**src/rtl/enc4to2_pkg.sv**
```systemverilog
// Shared constants and state encoding for the sequential 4-to-2 priority encoder.
// The ZERO state exists only when ENC_ZERO_FLAG_EN is defined.
package enc4to2_pkg;

  localparam int VEC_W  = 4;
  localparam int CODE_W = 2;

  typedef enum logic [1:0] {
    ST_IDLE = 2'd0,
    ST_EMIT = 2'd1
`ifdef ENC_ZERO_FLAG_EN
    ,
    ST_ZERO = 2'd2
`endif
  } state_e;

endpackage : enc4to2_pkg

```
**src/rtl/prio_enc4.sv**
```systemverilog
// Combinational priority encoder: highest set index (bit 3 wins), nonzero flag
// and exactly-one-bit flag for a 4-bit vector.
module prio_enc4
  import enc4to2_pkg::*;
(
  input  logic [VEC_W-1:0]  vec,
  output logic [CODE_W-1:0] idx,
  output logic              any,
  output logic              single
);

  always_comb begin
    idx = '0;
    // Ascending scan so the last hit, i.e. the highest index, wins.
    for (int i = 0; i < VEC_W; i++) begin
      if (vec[i]) idx = CODE_W'(i);
    end
  end

  assign any    = |vec;
  assign single = any && ((vec & (vec - VEC_W'(1))) == '0);

endmodule : prio_enc4

```
**src/rtl/enc4to2_seq.sv**
```systemverilog
// Sequential 4-to-2 encoder: accepts a multi-hot vector and emits one beat per
// set bit, highest index first. Define ENC_ZERO_FLAG_EN to report zero vectors.
module enc4to2_seq
  import enc4to2_pkg::*;
(
  input  logic              clk,
  input  logic              rst_n,
  input  logic              in_valid,
  output logic              in_ready,
  input  logic [VEC_W-1:0]  in_vec,
  input  logic              en,
  output logic              out_valid,
  input  logic              out_ready,
  output logic [CODE_W-1:0] out_code,
  output logic              out_last
`ifdef ENC_ZERO_FLAG_EN
  ,
  output logic              out_zero
`endif
);

  state_e             state_q, state_d;
  logic [VEC_W-1:0]   pending_q, pending_d;
  logic [CODE_W-1:0]  top_idx;
  logic               pend_any;
  logic               pend_single;

  prio_enc4 u_prio (
    .vec    (pending_q),
    .idx    (top_idx),
    .any    (pend_any),
    .single (pend_single)
  );

  // Outputs depend only on registered state, so in_valid/in_vec never reach them
  // combinationally.
  always_comb begin
    // NOTE: every signal gets a default first so no path through the case
    // leaves one unassigned, which would infer a latch.
    state_d   = state_q;
    pending_d = pending_q;
    in_ready  = 1'b0;
    out_valid = 1'b0;
    out_code  = '0;
    out_last  = 1'b0;
`ifdef ENC_ZERO_FLAG_EN
    out_zero  = 1'b0;
`endif
    unique case (state_q)
      ST_IDLE: begin
        in_ready = 1'b1;
        if (in_valid) begin
          // A disabled vector is consumed but leaves nothing pending.
          pending_d = en ? in_vec : '0;
          if (en && (in_vec != '0)) begin
            state_d = ST_EMIT;
          end
`ifdef ENC_ZERO_FLAG_EN
          else if (en) begin
            state_d = ST_ZERO;
          end
`endif
        end
      end
      ST_EMIT: begin
        out_valid = 1'b1;
        out_code  = top_idx;
        out_last  = pend_single;
        if (out_ready) begin
          pending_d = pending_q & ~(VEC_W'(1) << top_idx);
          if (pend_single) state_d = ST_IDLE;
        end
      end
`ifdef ENC_ZERO_FLAG_EN
      ST_ZERO: begin
        out_valid = 1'b1;
        out_last  = 1'b1;
        out_zero  = 1'b1;
        if (out_ready) state_d = ST_IDLE;
      end
`endif
      default: begin
        state_d   = ST_IDLE;
        pending_d = '0;
      end
    endcase
  end

  always_ff @(posedge clk or negedge rst_n) begin
    if (!rst_n) begin
      state_q   <= ST_IDLE;
      pending_q <= '0;
    end else begin
      // NOTE: state flops use non-blocking assignments so every register
      // samples pre-edge values regardless of statement order.
      state_q   <= state_d;
      pending_q <= pending_d;
    end
  end

endmodule : enc4to2_seq

```
**config.mk**
```make
export PLATFORM = sky130hd
export DESIGN_NAME = enc4to2_seq
export DESIGN_NICKNAME = d
export VERILOG_FILES = /design/src/rtl/enc4to2_pkg.sv /design/src/rtl/prio_enc4.sv /design/src/rtl/enc4to2_seq.sv
export SDC_FILE = /design/constraint.sdc
export NUM_CORES = 1
export LEC_CHECK = 0
export ABC_AREA = 1
export CORE_AREA = 4 4 41 43
export CTS_CLUSTER_DIAMETER = 80
export DETAILED_ROUTE_END_ITERATION = 6
export DIE_AREA = 0 0 45 47
export PLACE_DENSITY_LB_ADDON = 0.25
export RECOVER_POWER = 100
export SYNTH_ARGS = -nofsm -noshare
export SYNTH_HDL_FRONTEND = slang
export SYNTH_SLANG_ARGS = --single-unit
```
**constraint.sdc**
```tcl
create_clock -name clk -period 1.8 [get_ports clk]
set_input_delay 0.18 -clock clk [delete_from_list [all_inputs] [get_ports clk]]
set_output_delay 0.18 -clock clk [all_outputs]
set_load 0.05 [all_outputs]
```
**Word-level counts from Yosys, hierarchy flattened**

Cells that the tools add are included.

- Bits in registers: 6
- Output and inout port bits: 5
- Logic and storage cells: 36

- Add/sub/neg operators: 1
- Eq/ne operators: 5
- Shift-type cells: 1
- Mux-type cells: 16
- Bitwise gates (word level): 3
- Reductions and logical operators: 8

Operators by type and width:

| cell | number |
|---|---|
| $mux W2 | 7 |
| $mux W4 | 3 |
| $and A4 B4 Y4 | 2 |
| $ne A2 B2 Y1 const B | 4 |
| $pmux W4 S2 | 1 |
| $logic_not A4 Y1 | 1 |
| $mux W1 | 4 |
| $not A4 Y4 | 1 |
| $pmux W2 S2 | 1 |
| $reduce_and A4 Y1 | 1 |
| $reduce_bool A4 Y1 | 1 |
| $reduce_or A4 Y1 | 1 |
| $shl A1 B2 Y4 const A | 1 |
| $sub A4 B1 Y4 const B | 1 |
| $eq A2 B1 Y1 const B | 1 |
| $logic_and A1 B1 Y1 | 2 |
| $logic_not A2 Y1 | 1 |
| $reduce_and A2 Y1 | 1 |

**Logic depth before layout (Yosys ltp)**

Gate-level depths: netlist of the first run.

- Depth in word-level cells: 8
- Gate-level depth with buffers: 7
- Depth with buffers taken out: 7

**Hierarchy**

A second synthesis of the first run with hierarchy kept.

- Cells, all modules: 67
- Area total of the unflattened synthesis: 425.4 um2

Modules (own cells, without submodules):

| module | instances | cells each | area an instance (um2) | seq. area each (um2) |
|---|---|---|---|---|
| enc4to2_seq | 1 | 52 | 361.6 | 125.1 |
| prio_enc4 | 1 | 15 | 63.8 | 0.0 |

**Least setup slack after synthesis of the first run**

No wires, ideal clock.

- Path kind: register to output
- Start point: register state_q[0]
- End point: output port out_code[0]
- Arrival: 1.792 ns
- Required time: 1.620 ns
- Slack: -0.172 ns
- Cell stages (with the launch flop): 3
- Buffers on the path: 0
- Path through: dfrtp_1 inv_2 a21oi_1

- Cells in the longest elaborated chain, start to end: 2

Ends and longest elaborated chain:

| element | line | RTL |
|---|---|---|
| start, declared | enc4to2_seq.sv:22 | `state_e state_q, state_d;` |
| start signal, assigned | enc4to2_seq.sv:96 | `state_q <= state_d;` |
| $eq A2 B1 Y1 | enc4to2_seq.sv:49 | `unique case (state_q)` |
| $mux W2 | enc4to2_seq.sv:49 |  |
| end, declared | enc4to2_seq.sv:14 | `output logic [CODE_W-1:0] out_code,` |

No other way between the ends.

**Worst setup path after layout of the first run**

- Start point: register state_q[0]
- End point: output port out_valid

- Cells in the longest elaborated chain, start to end: 2

Ends and longest elaborated chain:

| element | line | RTL |
|---|---|---|
| $eq A2 B1 Y1 | enc4to2_seq.sv:49 |  |
| $mux W1 | enc4to2_seq.sv:49 |  |
| end, declared | enc4to2_seq.sv:12 | `output logic out_valid,` |

No other way between the ends.

==> impl_metrics.toml, run 1 <==
[global_route]
grt_use_total_pct = 9.36
vias_in_the_first_global_route = 333
grt_start_max_net_pins = 7
antenna_found_initial = 0
grt_remaining_overflow = 0
grt_first_pass_wirelength_mm = 1.35

[yosys]
synth.distinct_cells = 11
synth_fp_nets = 64
sequential_to_total_area_share_from_yosys_stat_pct = 37.0
netlist_area_um2 = 338
syn_inst = 55
synth.yosys.warnings = 0
synth_seq_cells = 5
synthesis.area_per_instance_um2 = 6.14

[setup_path]
cp_top_family = "buffers and inverters"
number_of_buffers_and_inverters_on_the_critical_path = 1
max_stage_delay_ns = 0.83
timing.critical_path.slowest_stage_cell = "clkdlybuf4s50_1"
worstPathRequired_ns = 1.62
critPathMaxFanout = 6
cp-start-kind = "register"
crit_type = "register to primary output"
timing.critical_path.cells = "clkdlybuf4s50_1"
crit_path_end_kind = "primary output"
crit_arrival_ns = 1.48

[route]
drtPass1Iterations = 2
avgViaCountPerCell = 4.36
total_length_of_routed_wires_um = 807
routed_wire_length_per_instance_um = 9.28
initialDrtViolationCount = 9
drc_errors = 0
vias = 379
final_antenna_net_count = 0

[cells_and_area]
fin_nets = 82
post_route_cells_drive_above_1_share_pct = 9.72
post_layout_instance_area_um2 = 507
finish.cell_count_without_fillers = 87
post-route-util_pct = 38.9
final.fill_count = 153
areaGrowthSynthToFinish_pct = 50.0
num_antenna_cells = 0

[sta]
final_setup_violation_count = 0
finalCriticalPeriod_ns = 1.66
worst_pin_slew_ns = 0.591
fin_tns_setup_ns = 0
final.setup_skew_ns = 0.00460
final_critical_path_setup_slack_ns = 0.136
grt_setup_unrepaired = "false"
final.period_utilization_pct = 92.4
timing_max_transition_violations_final = 0
slew-limit-headroom_pct = 60.7
report.final.hold_viol_count = 0
fmax_mhz = 601

[placed_design]
io_buffer_count = 13
detailedPlace.worstSlack_ns = 0.373
place_hpwl_um = 682
dpl.cell_count = 83
dpl-instance-area_um2 = 495
finalWeightedCongestion = 0.822

[clock_tree]
clkTransAtPathRegs_ns = 0.04
worstSkewPairLatency_ns = 0.24
clock_tree.buffer_depth = 2
cts_root_buf = "clkbuf_4"
ctsHtreeMaxLevel = 1
cts-buffers-inserted = 3
cts_hold_buf = 0
postCtsSetupRepairBufs = 0
cts_repair_resize_count = 0
numClockSinks = 5
cts_tree = "built"

[die]
fp.dieArea_um2 = 2120
core_area_um2 = 1300
placement_rows = 13
die_height_um = 47
initial_utilization_pct = 26.0
die_w_um = 45
num_io_pins = 14

[min_path]
holdCritPathClass = "input port to asynchronous set/reset pin"

[power]
netSwitchingFraction_pct = 52.7
powerDensity_nw_per_um2 = 1750
leakagePower_nw = 0.267
max-vdd-ir-drop_mv = 0.581
power.share.sequential_pct = 21.9
share_clk_of_total_power_pct = 14.2
comb_power_share_pct = 63.8
netSwitchingPower_mw = 0.468
p_int_mw = 0.420

[run]
max-cap-violations = 0

[status]
status = "complete, no violations"
-- final timing paths --
check                              from           end  slack (ns)  cells past startpoint
max                          state_q[0]     out_valid        0.14                      1
min                               rst_n  pending_q[0]        0.23                      1
max reg2reg                  state_q[0]  pending_q[1]        0.53                      6
min reg2reg                pending_q[1]  pending_q[1]        0.57                      2
max in group asynchronous         rst_n    state_q[0]        1.37                      1
min in group clk              in_vec[2]  pending_q[2]        0.57                      3
-- cell families after synthesis --
kind of cell	share of synthesized area, %
AOI/OAI and AO/OA	6.67
buffers and inverters	8.89
DFF	37.0
and+or+nand+nor	47.4
-- cells in the final DEF (no fill, tap or decap) --
cell and count:
clkbuf_1 3, dfrtp_1 5, clkbuf_2 1, nand2_1 22, a21oi_2 1, o211ai_1 1, buf_12 1, nor2_1 6
dlygate4sd3_1 1, clkbuf_4 3, o21ai_0 2, clkdlybuf4s50_1 8, nand3_1 8, nor2_2 1, and2_0 1, inv_1 8
-- cell type report --
| type | count | area [um2] | share of cell area (%) |
|---|---|---|---|
| repair buffers | 13 | 123 | 24.2 |
| flip-flops and latches | 5 | 125 | 24.7 |
| well taps | 15 | 18.8 | 3.70 |
| multi-input cells | 42 | 184 | 36.3 |
| clock buffers | 4 | 26.3 | 5.19 |
| inverters | 8 | 30.0 | 5.93 |
-- flip-flops by register name, indices dropped and copies added, names as in the netlist --
name and flops:
pending_q 4, state_q 1
-- routing by layer --
| layer | global-route usage, % | wire [um] | vias up |
|---|---|---|---|
| li1 | - | - | 206 |
| met1 | 10.3 | 377 | 157 |
| met2 | 14.7 | 339 | 14 |
| met3 | 5.75 | 83 | 2 |
| met4 | 3.51 | 6 | 0 |
| met5 | 0 | 0 | - |
-- through the flow --
stage / total power, mW / hold WS, ns
final: 0.888 / 0.233
after global routing: 0.961 / 0.240
after global placement: 0.802 / 0.426
after CTS: 0.935 / 0.159
after detailed placement: 0.799 / 0.421
after floorplan: 0.591 / -0.116
-- power by group through the flow --
stage | sequential (mW) | clock [mW] | combinational [mW]
2_1_floorplan | 0.226 | 0 | 0.365
3_3_place_gp | 0.196 | 0 | 0.605
3_5_place_dp | 0.197 | 0 | 0.602
4_1_cts | 0.196 | 0.135 | 0.604
5_1_grt | 0.201 | 0.146 | 0.614
6_report | 0.195 | 0.126 | 0.567
-- synth_stat cells --
cell      number  area share [%]
nor2_1         7             7.8
and2_1         1             1.9
dfrtp_1        5              37
inv_2          1             1.1
o211ai_1       1             2.2
a21oi_1        1             1.5
nand2_2        2             3.7
o21ai_0        2             3.0
nand2_1       20              22
inv_1          7             7.8
nand3_1        8              12
Note: power is estimated with default switching activity, not from simulation.
==> run 2, diff against run 1 <==
--- a/config.mk
+++ b/config.mk
@@ -14,4 +14,5 @@
 export RECOVER_POWER = 100
 export SYNTH_ARGS = -nofsm -noshare
 export SYNTH_HDL_FRONTEND = slang
+export SYNTH_HIERARCHICAL = 1
 export SYNTH_SLANG_ARGS = --single-unit
==> impl_metrics.toml, run 2 <==
[die]
initial_utilization_pct = 32.7
num_io_pins = 14
die_w_um = 45
fp.dieArea_um2 = 2120
placement_rows = 13
core_area_um2 = 1300
die_height_um = 47

[min_path]
holdCritPathClass = "input port to asynchronous set/reset pin"

[global_route]
grt_start_max_net_pins = 12
antenna_found_initial = 0
vias_in_the_first_global_route = 378
grt_first_pass_wirelength_mm = 1.40
grt_remaining_overflow = 0
grt_use_total_pct = 9.52

[yosys]
synth_top_flop_cell = "dfrtp_1"
synthesis.area_per_instance_um2 = 6.35
synthDominantCellAreaShare_pct = 29.4
synthArstFlopShare_pct = 100
synth_fp_nets = 76
synth-edff-count = 0
sequential_to_total_area_share_from_yosys_stat_pct = 29.4
syn_inst = 67
post_synth_top_area_cell = "dfrtp_1"
synth.distinct_cells = 15
synth.yosys.warnings = 6
synth_seq_cells = 5
synth.most_common_cell = "nand2_1"
synth_common_cells = "nand2_1 (26), inv_1 (8), nor2_1 (7)"
synth_top_cells_by_area = "dfrtp_1 (29%), nand2_1 (23%), nand3_1 (7.1%), inv_1 (7.1%), nor2_1 (6.2%)"
netlist_area_um2 = 425

[setup_path]
worstPathRequired_ns = 1.62
cp-start-kind = "register"
crit_type = "register to primary output"
crit_arrival_ns = 1.41
crit_path_end_kind = "primary output"
critPathMaxFanout = 4

[placed_design]
place_hpwl_um = 740
io_buffer_count = 13
finalWeightedCongestion = 0.708

[clock_tree]
cts_root_buf = "clkbuf_4"
numClockSinks = 5
cts-buffers-inserted = 3
clock_tree.buffer_depth = 2
cts_repair_resize_count = 0
ctsHtreeMaxLevel = 1
postCtsSetupRepairBufs = 0
clkTransAtPathRegs_ns = 0.04
worstSkewPairLatency_ns = 0.24
cts_hold_buf = 0
cts_tree = "built"

[cells_and_area]
areaGrowthSynthToFinish_pct = 34.7
final.fill_count = 150
num_antenna_cells = 0
commonest_non_fill_non_tap_cell_in_the_layout = "nand2_1"
post_route_cells_drive_above_1_share_pct = 20.5
mostFrequentLayoutCells = "nand2_1 (27), inv_1 (8), nor2_1 (7), clkdlybuf4s50_1 (7), nand3_1 (6)"
top_register_by_number_of_flip_flops = "pending_q"
fin_nets = 93
biggestRegsByFlops = "pending_q: 4 flops, state_q: 1 flops"
largest_register_ffs = 4
post-route-util_pct = 44.0

[sta]
worst_pin_slew_ns = 0.486
slew-limit-headroom_pct = 67.6
final.period_utilization_pct = 88.6
final.setup_skew_ns = 0.00333
fin_tns_setup_ns = 0
fmax_mhz = 627
report.final.hold_viol_count = 0
final_setup_violation_count = 0
finalCriticalPeriod_ns = 1.59
timing_max_transition_violations_final = 0
grt_setup_unrepaired = "false"

[route]
final_antenna_net_count = 0
routed_wire_length_per_instance_um = 8.93
initialDrtViolationCount = 11
drtPass1Iterations = 4
vias = 433
total_length_of_routed_wires_um = 875
avgViaCountPerCell = 4.42
drc_errors = 0

[power]
netSwitchingFraction_pct = 57.1
p_int_mw = 0.542
powerDensity_nw_per_um2 = 2200
netSwitchingPower_mw = 0.721
leakagePower_nw = 0.322
power.share.sequential_pct = 20.5
max-vdd-ir-drop_mv = 0.799
share_clk_of_total_power_pct = 10.1
comb_power_share_pct = 69.4

[status]
status = "complete, no violations"

[run]
max-cap-violations = 0
run 2: kinds of logic (layout without fill, tap and decap cells):
group | Yosys count | count (layout) | share of synthesized area [%]
AOI/OAI and AO/OA | 4 | 4 | 5.59
buffers and inverters | 12 | 28 | 14.1
DFF | 5 | 5 | 29.4
and+or+nand+nor | 46 | 46 | 50.9
run 2: critical path: stages (launching register included):
cell and delay, ns:
dfrtp_1 0.41, o21ai_0 0.31, nand2_1 0.11, inv_1 0.07
clkbuf_2 0.27
run 2: through the flow:
step	hold slack [ns]	std cells	total power [mW]	cell area, um2	worst slack [ns]
3_3_place_gp	0.413	94	1.27	588	0.533
5_1_grt	0.247	98	1.37	573	0.0733
3_5_place_dp	0.422	94	1.28	588	0.506
6_report	0.230	98	1.26	573	0.206
4_1_cts	0.163	98	1.41	614	0.240
2_1_floorplan	-0.116	67	0.935	425	0.388
run 2: routing by layer:
layer	wire length (um)	vias to the layer above	global-route usage, %
li1	-	237	-
met1	369	184	9.68
met2	455	12	16.9
met3	50	0	1.15
met4	0	0	8.77
met5	0	-	0
run 2: worst paths after layout:
path                                end         start  slack (ns)  depth (start not counted)
max                         out_code[0]  pending_q[2]        0.21                          4
min in group clk           pending_q[1]  pending_q[1]        0.52                          2
min reg2reg                pending_q[1]  pending_q[1]        0.52                          2
max in group asynchronous  pending_q[0]         rst_n        1.38                          1
max reg2reg                pending_q[1]  pending_q[2]        0.52                          6
min                        pending_q[2]         rst_n        0.23                          1
run 2: power by group through the flow:
stage                     clock network, mW  logic (mW)  registers (mW)
after floorplan                           0       0.683           0.252
after global placement                    0        1.01           0.263
after detailed placement                  0        1.02           0.263
after CTS                             0.134        1.02           0.263
after global routing                  0.143       0.957           0.274
final                                 0.128       0.876           0.259
run 2: area by class of cell:
class	instances	area [um2]	share of cell area [%]
tap	15	18.8	3.28
clock buffer	4	26.3	4.59
timing repair buffer	13	120	21.0
sequential	5	125	21.8
inverter	11	48.8	8.52
multi-input combinational	50	234	40.8
==> run 3, diff against run 2 <==
--- a/config.mk
+++ b/config.mk
@@ -12,6 +12,7 @@
 export DIE_AREA = 0 0 45 47
 export PLACE_DENSITY_LB_ADDON = 0.25
 export RECOVER_POWER = 100
+export SLEW_MARGIN = 30
 export SYNTH_ARGS = -nofsm -noshare
 export SYNTH_HDL_FRONTEND = slang
 export SYNTH_HIERARCHICAL = 1
==> results of run 3 <==
Same layout as run 2: the final DEF is identical, and so are final timing and power.
